===== config.mk =====
export PLATFORM = sky130hd
export DESIGN_NAME = booth_seq_mul
export DESIGN_NICKNAME = d
export VERILOG_FILES = /design/src/rtl/booth_seq_mul.sv
export SDC_FILE = /design/constraint.sdc
export NUM_CORES = 1
export LEC_CHECK = 0
export BUFFER_PORTS_ARGS = -buffer_cell sky130_fd_sc_hd__buf_2
export CAP_MARGIN = 30
export CORE_UTILIZATION = 50
export DETAILED_ROUTE_END_ITERATION = 8
export PLACE_DENSITY_LB_ADDON = 0.12
export SYNTH_ARGS = -nofsm -noshare
export SYNTH_HDL_FRONTEND = slang
export SYNTH_SLANG_ARGS = --single-unit

===== constraint.sdc =====
create_clock -name clk_i -period 1.9 [get_ports clk_i]
set_input_delay 0.38 -clock clk_i [delete_from_list [all_inputs] [get_ports clk_i]]
set_output_delay 0.38 -clock clk_i [all_outputs]
set_load 0.1 [all_outputs]

===== src/rtl/booth_seq_mul.sv =====
// -----------------------------------------------------------------------------
// booth_seq_mul
//   Sequential radix-2 Booth signed multiplier. One shared WIDTH+1-bit
//   add/subtract datapath is reused once per cycle over WIDTH iterations.
//   Start/done handshake with a single multiplication in flight.
//
// Parameters
//   WIDTH    operand width (signed two's complement); product is 2*WIDTH bits
//
// Ports
//   clk_i    clock, rising edge
//   rst_i    asynchronous, active-high reset
//   start_i  request; sampled only while idle
//   a_i      multiplicand (signed), captured on accepted start
//   b_i      multiplier (signed), captured on accepted start
//   busy_o   high while running and during the done cycle
//   done_o   one-cycle pulse, p_o valid
//   p_o      signed product; holds until the next operation completes
//
// Optional feature macro: BOOTH_ZERO_SKIP_EN
//   When defined, an accepted start with a zero operand skips the iteration
//   phase and goes straight to the done cycle with a zero product.
// -----------------------------------------------------------------------------
module booth_seq_mul #(
    parameter int WIDTH = 4
) (
    input  logic                 clk_i,
    input  logic                 rst_i,
    input  logic                 start_i,
    input  logic [WIDTH-1:0]     a_i,
    input  logic [WIDTH-1:0]     b_i,
    output logic                 busy_o,
    output logic                 done_o,
    output logic [2*WIDTH-1:0]   p_o
);

    localparam int CW = $clog2(WIDTH + 1);

`ifdef BOOTH_ZERO_SKIP_EN
    localparam bit ZERO_SKIP = 1'b1;
`else
    localparam bit ZERO_SKIP = 1'b0;
`endif

    typedef enum logic [1:0] {
        S_IDLE = 2'd0,
        S_RUN  = 2'd1,
        S_DONE = 2'd2
    } state_t;

    // Shared adder: sub selects ~y with carry-in 1 (two's-complement subtract).
    // Overflow wraps modulo 2^(WIDTH+1).
    function automatic logic [WIDTH:0] addsub(
        input logic [WIDTH:0] x,
        input logic [WIDTH:0] y,
        input logic           sub
    );
        logic [WIDTH:0] y_sel;
        y_sel = sub ? ~y : y;
        return x + y_sel + {{WIDTH{1'b0}}, sub};
    endfunction

    state_t               state_q, state_d;
    logic [WIDTH:0]       acc_q, acc_d;
    logic [WIDTH-1:0]     q_q, q_d;
    logic                 qm1_q, qm1_d;
    logic [WIDTH:0]       m_q, m_d;
    logic [CW-1:0]        count_q, count_d;
    logic [2*WIDTH-1:0]   p_q, p_d;
    logic                 busy_q, busy_d;
    logic                 done_q, done_d;

    logic                 sub_s;
    logic                 add_en_s;
    logic [WIDTH:0]       sum_s;
    logic [WIDTH:0]       acc_new_s;
    logic [WIDTH:0]       acc_sh_s;
    logic [WIDTH-1:0]     q_sh_s;
    logic                 qm1_sh_s;
    logic                 zero_op_s;

    // Booth iteration datapath: optional add/sub then arithmetic right shift.
    always_comb begin
        sub_s     = q_q[0] & ~qm1_q;      // pair 10 -> subtract
        add_en_s  = q_q[0] ^ qm1_q;       // pairs 10/01 modify A
        sum_s     = addsub(acc_q, m_q, sub_s);
        if (add_en_s) begin
            acc_new_s = sum_s;
        end else begin
            acc_new_s = acc_q;
        end
        // Shift {A,Q,q_m1} right by one, replicating A's MSB.
        {acc_sh_s, q_sh_s, qm1_sh_s} = {acc_new_s[WIDTH], acc_new_s, q_q};
        zero_op_s = (a_i == {WIDTH{1'b0}}) || (b_i == {WIDTH{1'b0}});
    end

    // Next-state and next-output logic of the controller.
    always_comb begin
        state_d = state_q;
        acc_d   = acc_q;
        q_d     = q_q;
        qm1_d   = qm1_q;
        m_d     = m_q;
        count_d = count_q;
        p_d     = p_q;
        case (state_q)
            S_IDLE: begin
                if (start_i) begin
                    if (ZERO_SKIP && zero_op_s) begin
                        state_d = S_DONE;
                        p_d     = {(2*WIDTH){1'b0}};
                    end else begin
                        state_d = S_RUN;
                        acc_d   = {(WIDTH+1){1'b0}};
                        q_d     = b_i;
                        qm1_d   = 1'b0;
                        m_d     = {a_i[WIDTH-1], a_i};
                        count_d = CW'(WIDTH);
                    end
                end else begin
                    state_d = S_IDLE;
                end
            end
            S_RUN: begin
                acc_d   = acc_sh_s;
                q_d     = q_sh_s;
                qm1_d   = qm1_sh_s;
                count_d = count_q - CW'(1);
                if (count_q == CW'(1)) begin
                    state_d = S_DONE;
                    p_d     = {acc_sh_s[WIDTH-1:0], q_sh_s};
                end else begin
                    state_d = S_RUN;
                end
            end
            S_DONE: begin
                state_d = S_IDLE;
            end
            default: begin
                state_d = S_IDLE;
            end
        endcase
        busy_d = (state_d != S_IDLE);
        done_d = (state_d == S_DONE);
    end

    // State, datapath and output registers with asynchronous reset.
    always_ff @(posedge clk_i or posedge rst_i) begin
        if (rst_i) begin
            state_q <= S_IDLE;
            acc_q   <= {(WIDTH+1){1'b0}};
            q_q     <= {WIDTH{1'b0}};
            qm1_q   <= 1'b0;
            m_q     <= {(WIDTH+1){1'b0}};
            count_q <= {CW{1'b0}};
            p_q     <= {(2*WIDTH){1'b0}};
            busy_q  <= 1'b0;
            done_q  <= 1'b0;
        end else begin
            state_q <= state_d;
            acc_q   <= acc_d;
            q_q     <= q_d;
            qm1_q   <= qm1_d;
            m_q     <= m_d;
            count_q <= count_d;
            p_q     <= p_d;
            busy_q  <= busy_d;
            done_q  <= done_d;
        end
    end

    assign busy_o = busy_q;
    assign done_o = done_q;
    assign p_o    = p_q;

endmodule

Word-level counts from Yosys, hierarchy flattened:

Cells that the tools add are included.
W data, S select, Z words.

* $add $sub $neg: 3
* eq/ne operators: 4
* muxes and demuxes: 13
* bitwise operators: 4
* reduce and logical (&&, ||, !) cells: 6

Operators with widths (count)
* $mux W5: 3
* $pmux W5 S2: 1
* $pmux W4 S2: 1
* $pmux W3 S2: 1
* $reduce_and A2 Y1: 3
* $add A5 B1 Y5: 1
* $add A5 B5 Y5: 1
* $not A5 Y5: 1
* $mux W4: 1
* $pmux W2 S2: 1
* $reduce_bool A2 Y1: 2
* $eq A3 B1 Y1 const B: 1
* $mux W3: 1
* $sub A3 B1 Y3 const B: 1
* $eq A2 B1 Y1 const B: 1
* $eq A2 B2 Y1 const B: 1
* $logic_not A2 Y1: 1
* $mux W1: 2
* $mux W2: 1
* $ne A2 B2 Y1 const B: 1
* $pmux W1 S2: 1
* $and A1 B1 Y1: 1
* $not A1 Y1: 1
* $xor A1 B1 Y1: 1

* register bits: 29
* output and inout port bits: 10
* logic and storage cells: 39

Longest topological paths before layout:

Gate-level depths: netlist of the first run.

* depth in word-level cells: 7
* gate-level depth with buffers: 8
* gate-level depth less buffers: 8

Worst setup path after synthesis of the first run:

OpenSTA, ideal clock, no wires.

* path type: register to register
* from: register q_q[0]
* to: register p_q[7] (netlist: p_o[7])
* library setup time: 0.125 ns
* data arrival time: 1.824 ns
* slack: -0.049 ns
* stages on the path, launching flop included: 8
* path buffers: 0
* period minus slack after synthesis: 1.949 ns
* path through: dfrtp_1 -> ha_1 -> xor2_1 -> ha_1 -> nor3b_1 -> a211oi_1 -> a21oi_1 -> mux2_2

* longest elaborated chain between the ends: 5
* elaborated cells between the ends (all ways): 6
* classes of those cells: add/sub (2); mux (2); bitwise (2)

Ends and longest elaborated chain
* start: declaration: line 65 `logic [WIDTH-1:0] q_q, q_d;`
* start signal: assignment: line 152 `q_q <= {WIDTH{1'b0}};`
* start signal: assignment: line 162 `q_q <= q_d;`
* $and A1 B1 Y1: line 84 `sub_s = q_q[0] & ~qm1_q;`
* $mux W5: line 59 `y_sel = sub ? ~y : y;`
* $add A5 B5 Y5: line 60 `return x + y_sel + {{WIDTH{1'b0}}, sub};`
* $add A5 B1 Y5: line 60
* $mux W5 (*): line 87 `if (add_en_s) begin`
* end signal: assignment: line 156 `p_q <= {(2*WIDTH){1'b0}};`
* end signal: assignment: line 166 `p_q <= p_d;`
* end: declaration: line 69 `logic [2*WIDTH-1:0] p_q, p_d;`

Mark *: on every way between the ends. The rest lies on a longest branch, timed or not.
A chain may end at the register's enable or synchronous reset.

Worst setup path in the final report of the first run:

Same ends and word-level chain as after synthesis.

==> reports/qor.log, run 1 <==
[outcome] result of the run finished, violations left
[outcome] violated checks setup timing
[timing] transition time of the tightest slew-check pin 0.485 ns
[clock_tree] Worst-Skew Late Latency 0.33 ns
[place] number of port buffers 20
[global_routing] global router's overall resource usage 19.3%
[synthesis] average instance area after synthesis 10.8 µm²
[worst_setup_path] capturing point of the worst reg2reg path p_o[7]
[place] number of placed instances with taps included 184
[global_routing] via count of the first global-routing pass 1021
[timing] Max Slew Vio Count 0
[routing] Vias/cell 5.40
[cells_and_area] number of diodes 0
[clock_tree] TritonCTS clock tree yes
[synthesis] synth warn 0
[synthesis] most common flop cell mapped by yosys dfrtp_1
[global_routing] met2 Usage GRT 32.2%
[clock_tree] Num Clock Sinks 28
[timing] fin crit share 104%
[cells_and_area] number of nets in the finished design 178
[worst_setup_path] launch instance of the worst register-to-register path q_q[0]
[routing] total number of vias 1020
[global_routing] largest net degree at the start of global routing 29
[floorplanning] number of cell rows 19
[place] Detail Placement HPWL 1920 µm
[timing] final setup violation count 1
[routing] Detail Route Antenna Nets 0
[worst_setup_path] end point of the critical path p_o[7]
[worst_setup_path] kind of start point of the critical path flip-flop
[worst_setup_path] cell depth of the worst flop-to-flop path 7
[cells_and_area] ratio of cells with drive above 1 in the final layout 36.7%
[synthesis] ys async rst share 100%
[floorplanning] Starting Density 52.2%
[clock_tree] H-tree levels 1
[synthesis] synthesized instance count 132
[floorplanning] floorplan die height 55.4 µm
[global_routing] global route total overflow 0
[place] routability congestion estimate 0.760
[synthesis] post-synth top area cell dfrtp_1
[timing] setup repair after global routing missed its margin yes
[global_routing] global-route wire length before repair 4620 µm
[synthesis] most common cell in the netlist dfrtp_1
[synthesis] number of flip-flops and latches in the synthesized netlist 28
[worst_setup_path] highest fanout seen on the critical path 4
[timing] Period minus WS final 1.97 ns
[clock_tree] Clock Tree Root clkbuf_4
[routing] drc violations 0
[worst_setup_path] endpoint kind of the worst setup timing path flip-flop
[synthesis] Post-Syn Area 1430 µm²
[worst_setup_path] launching instance or port of the critical path q_q[0]
[floorplanning] die outline area 3070 µm²
[worst_setup_path] required time at the worst-slack endpoint 2.12 ns
[synthesis] number of enable-type register cells in the synthesized netlist 0
[timing] Fin Clk Skew 0.00706 ns
[cells_and_area] # fillers 240
[hold_path] HP Class in -> async
[cells_and_area] Finished Layout Cells 189
[synthesis] Post-synth top cells dfrtp_1 (28), nand2_1 (23), o21ai_1 (8)
[worst_setup_path] critical path arrival 2.19 ns
[timing] final hold violation count 0
[synthesis] post-synthesis net count 151
[routing] mean routed wirelength per cell 14.0 µm
[global_routing] met1 track demand over resource in global routing 24.2%
[global_routing] number of antenna violations at the first check in global routing 0
[clock_tree] clock-pin slew of the registers on the worst-case setup and hold paths 0.15 ns
[timing] hold slack final 0.0965 ns
[timing] f_max 508 MHz
[worst_setup_path] setup slack of the worst register-to-register path -0.07 ns
[timing] Relative slew margins 67.9%
[global_routing] Top Usage Layer GRT met2
[synthesis] cells taking the most area after synthesis dfrtp_1 (49%), ha_1 (6.1%), nand2_1 (6.0%)
[synthesis] sequential-to-total area share from yosys stat 49.1%
[cells_and_area] core occupancy in the finished layout 61.6%
[worst_setup_path] type of the worst setup path reg -> reg
[routing] number of iterations in the first detailed-routing pass 4
[synthesis] share of the synthesized area in the top cell type 49.1%
[clock_tree] CTS Buf Count 3
[place] worst-case setup slack after placement -0.104 ns
[synthesis] Distinct cells, synth 38
[routing] iteration-0 DRC count of the detailed router 37
[routing] total length of routed wires 2640 µm
[flow_run] Max Cap Violations 0
[floorplanning] floorplan core area 2730 µm²
[timing] final critical-path setup slack -0.0671 ns
[floorplanning] count of boundary I/O pins 21
[cells_and_area] synthesis-to-layout area growth 17.9%
[global_routing] met3 usage 3.51%
[floorplanning] die width 55.4 µm
[clock_tree] maximum buffer depth of the clock tree 2
==> area by class of cell <==
class / instances / area (µm²) / area share [%]
Tap cell: 31 / 38.8 / 2.30
Timing Repair Buffer: 26 / 145 / 8.62
Multi-Input combinational cell: 91 / 726 / 43.1
Inverter: 9 / 36.3 / 2.16
Clock buffer: 4 / 36.3 / 2.16
Sequential cell: 28 / 701 / 41.6
==> per-stage QoR <==
stage	cell area (µm²)	TNS [ns]
floorplan	1430	0
global placement	1580	-0.0183
detailed placement	1580	-0.201
CTS	1650	-0.00928
global route	1680	-0.376
finish	1680	-0.0671
==> worst min-delay path by stage <==
stage	startpoint	endpoint	slack (ns)	depth (start not counted)
after global routing	rst_i	done_o	0.13	3
final	rst_i	done_o	0.1	3
after floorplan	rst_i	acc_q[0]	0.45	1
after detailed placement	p_o[1]	p_o[1]	0.46	2
after CTS	rst_i	done_o	0.12	3
after global placement	p_o[0]	p_o[0]	0.45	2
==> cell usage in the layout, fill, tap and decap left out, types with 2 or more instances in the layout <==
| master | instances |
|---|---|
| dfrtp_1 | 28 |
| nand2_1 | 22 |
| buf_2 | 20 |
| o21ai_1 | 8 |
| inv_1 | 6 |
| ha_1 | 6 |
| buf_4 | 6 |
| nor2_1 | 5 |
| mux2_2 | 4 |
| nor3b_2 | 3 |
| a22oi_1 | 3 |
| xor2_2 | 3 |
| mux2i_1 | 3 |
| clkbuf_4 | 3 |
| inv_2 | 2 |
| nor2b_2 | 2 |
| nor2b_1 | 2 |
| a21oi_1 | 2 |
| mux2_4 | 2 |
| xnor2_1 | 2 |
| a31oi_1 | 2 |
| nor3_1 | 2 |
==> cells by family after synthesis <==
group | count (synthesis) | synth area share [%]
AO/OA/AOI/OAI | 27 | 12.4
XOR/XNOR | 5 | 3.07
adder cells (fa/ha/maj) | 8 | 7.54
buffers and inverters | 13 | 4.56
flip-flops | 28 | 49.1
multiplexers | 9 | 7.10
AND/OR/NAND/NOR | 42 | 16.3
==> state kept, by name, indices dropped and copies added, names as in the netlist <==
name	count
done_o	1
qm1_q	1
m_q	4
busy_o	1
p_o	8
count_q	3
q_q	4
state_q	2
acc_q	4
==> per-layer routing <==
layer | vias to the layer above | part of all wire (%)
li1 | 499 | -
met1 | 482 | 47
met2 | 29 | 47
met3 | 10 | 3.7
met4 | 0 | 2.3
met5 | - | 0
==> timing repair <==
| item | CTS | global route |
|---|---|---|
| gates cloned | 0 | 0 |
| setup buffers | 0 | 1 |
| resized for setup | 7 | 7 |
| endpoints found under the setup margin | 6 | 6 |
| pin swaps | 0 | 5 |
| hold buffers | 0 | 0 |
==> worst max-delay path, cell delays in order (launching register included) <==
cell and delay [ns]:
dfrtp_1 0.44, ha_4 0.21, xor2_2 0.15, ha_1 0.33
nor3b_2 0.17, a211oi_2 0.25, a21oi_1 0.06, mux2_4 0.27
Power of run 1 is left out: the tool's default activity adds up to more than one toggle a clock period on the data nets, which glitch-free logic cannot reach.
==> run 2, diff against run 1 <==
- BUFFER_PORTS_ARGS: -buffer_cell sky130_fd_sc_hd__buf_2 -> not set
- CORE_UTILIZATION: 50 -> 60
- DONT_BUFFER_PORTS: not set -> 1
- clock period: 1.9 -> 2.1 ns (I/O delays scaled with it)
==> reports/qor.log, run 2 (synthesized netlist as in run 1, its figures left out) <==
[outcome] result of the run finished clean
[global_routing] global route total overflow 0 [unchanged]
[global_routing] number of antenna violations at the first check in global routing 0 [unchanged]
[worst_setup_path] endpoint kind of the worst setup timing path flip-flop
[place] number of port buffers 0 [-100%]
[clock_tree] Post-CTS Setup Repair Bufs 0 [unchanged]
[clock_tree] CTS Buf Count 3 [unchanged]
[worst_setup_path] required time at the worst-slack endpoint 2.32 ns [+0.20 ns]
[cells_and_area] flip-flop count of the largest register, all copies and words added 8 [unchanged]
[floorplanning] die outline area 2580 µm² [-16%]
[routing] total number of vias 957 [-6.2%]
[floorplanning] count of boundary I/O pins 21 [unchanged]
[flow_run] Max Cap Violations 0 [unchanged]
[place] routability congestion estimate 0.848 [+12%]
[routing] iteration-0 DRC count of the detailed router 16 [-57%]
[routing] mean routed wirelength per cell 14.7 µm [+5.3%]
[cells_and_area] ratio of cells with drive above 1 in the final layout 23.1% [-14 points]
[timing] Period minus WS final 1.94 ns [-0.0235 ns]
[routing] drc violations 0 [unchanged]
[cells_and_area] number of nets in the finished design 163 [-8.4%]
[clock_tree] number of hold-repair buffers added at the cts stage 0 [unchanged]
[global_routing] via count of the first global-routing pass 969 [-5.1%]
[timing] Max Slew Vio Count 0 [unchanged]
[worst_setup_path] critical path arrival 2.16 ns [-0.03 ns]
[worst_setup_path] type of the worst setup path reg -> reg
[clock_tree] TritonCTS clock tree yes
[timing] final hold violation count 0 [unchanged]
[timing] Final TNS setup 0 ns [+0.0671 ns]
[worst_setup_path] highest fanout seen on the critical path 4 [unchanged]
[global_routing] global router's overall resource usage 22.7% [+3.5 points]
[global_routing] largest net degree at the start of global routing 29 [unchanged]
[hold_path] HP Class in -> async
[timing] transition time of the tightest slew-check pin 0.915 ns [+0.429 ns]
[worst_setup_path] kind of start point of the critical path flip-flop
[global_routing] global-route wire length before repair 4330 µm [-6.3%]
[clock_tree] maximum buffer depth of the clock tree 2 [unchanged]
[clock_tree] Clock Tree Root clkbuf_4
[floorplanning] floorplan core area 2230 µm² [-18%]
[floorplanning] die width 50.8 µm [-8.4%]
[routing] number of iterations in the first detailed-routing pass 4 [unchanged]
[timing] Relative slew margins 39.0% [-29 points]
[clock_tree] Worst-Skew Late Latency 0.32 ns [about the same]
[clock_tree] H-tree levels 1 [unchanged]
[clock_tree] Num Clock Sinks 28 [unchanged]
[cells_and_area] synthesis-to-layout area growth 10.4%
[routing] Detail Route Antenna Nets 0 [unchanged]
[routing] total length of routed wires 2520 µm [-4.7%]
[floorplanning] Starting Density 63.9% [+12 points]
[timing] fin crit share 92.6% [-11 points]
[cells_and_area] most common library cell in the layout ignoring fill and taps dfrtp_1
[timing] Fin Clk Skew 0.00277 ns [-0.00429 ns]
[timing] setup repair after global routing missed its margin no
[cells_and_area] most used cells in the layout excluding fill and tap cells dfrtp_1 (28), nand2_1 (23), buf_4 (11)
[cells_and_area] number of diodes 0 [unchanged]
[floorplanning] floorplan die height 50.8 µm [-8.4%]
[timing] final setup violation count 0 [-1]
[floorplanning] number of cell rows 17 [-2]
[timing] f_max 515 MHz [+1.2%]
[routing] Vias/cell 5.60 [+3.7%]
[clock_tree] clock-pin slew of the registers on the worst-case setup and hold paths 0.15 ns [about the same]
[place] Detail Placement HPWL 1940 µm [+0.92%]
==> run 2: cell type report <==
type	count	area [µm²]
multi-input combinational	91	669
fill	178	657
sequential	28	701
tap	28	35.0
clock inverter	1	30.0
inverter	9	36.3
clock buffer	3	22.5
timing repair buffer	11	82.6
==> run 2: path summary, 6_finish.rpt <==
kind                       slack [ns]   start        to  cells after the start
max                              0.16  q_q[0]  acc_q[1]                      7
min                              0.02   rst_i    p_o[5]                      2
max reg2reg                      0.16  q_q[0]  acc_q[1]                      7
min reg2reg                      0.50  p_o[1]    p_o[1]                      2
max in group asynchronous        1.82   rst_i    m_q[3]                      2
min in group clk_i               0.23  a_i[2]    m_q[2]                      1
==> run 2: repair_timing <==
action                                 in CTS  in global routing
endpoints found under the hold margin       0                  0
setup endpoints to repair                   0                  2
gates resized for setup                     0                  2
==> run 2: layer usage <==
| metal | track usage, % | vias to the layer above | share of wire, % |
|---|---|---|---|
| li1 | - | 471 | - |
| met1 | 29.3 | 454 | 45 |
| met2 | 38.0 | 30 | 48 |
| met3 | 5.15 | 2 | 6.5 |
| met4 | 6.94 | 0 | 0.68 |
| met5 | 0 | - | 0 |
==> run 2: per-stage QoR <==
stage                     cell area [µm²]  setup WS (ns)  util [%]  hold slack (ns)  cells
after floorplan                      1430          0.151         -            0.458    132
after global placement               1520          0.138      67.9            0.392    167
after detailed placement             1520         0.0718      67.9            0.402    167
after CTS                            1570         0.0657      70.3           0.0358    171
after global routing                 1580         0.0157      70.6           0.0432    171
final                                1580          0.156      70.6           0.0225    171
==> run 2: worst max-delay path: stages, from the launching register on <==
cell and delay [ns]:
dfrtp_1 0.43, ha_2 0.22, mux2_4 0.29, fa_1 0.41
xnor2_1 0.17, nor2_1 0.05, a21oi_1 0.16, o21ai_0 0.10
Power of run 2 is left out for the same reason.
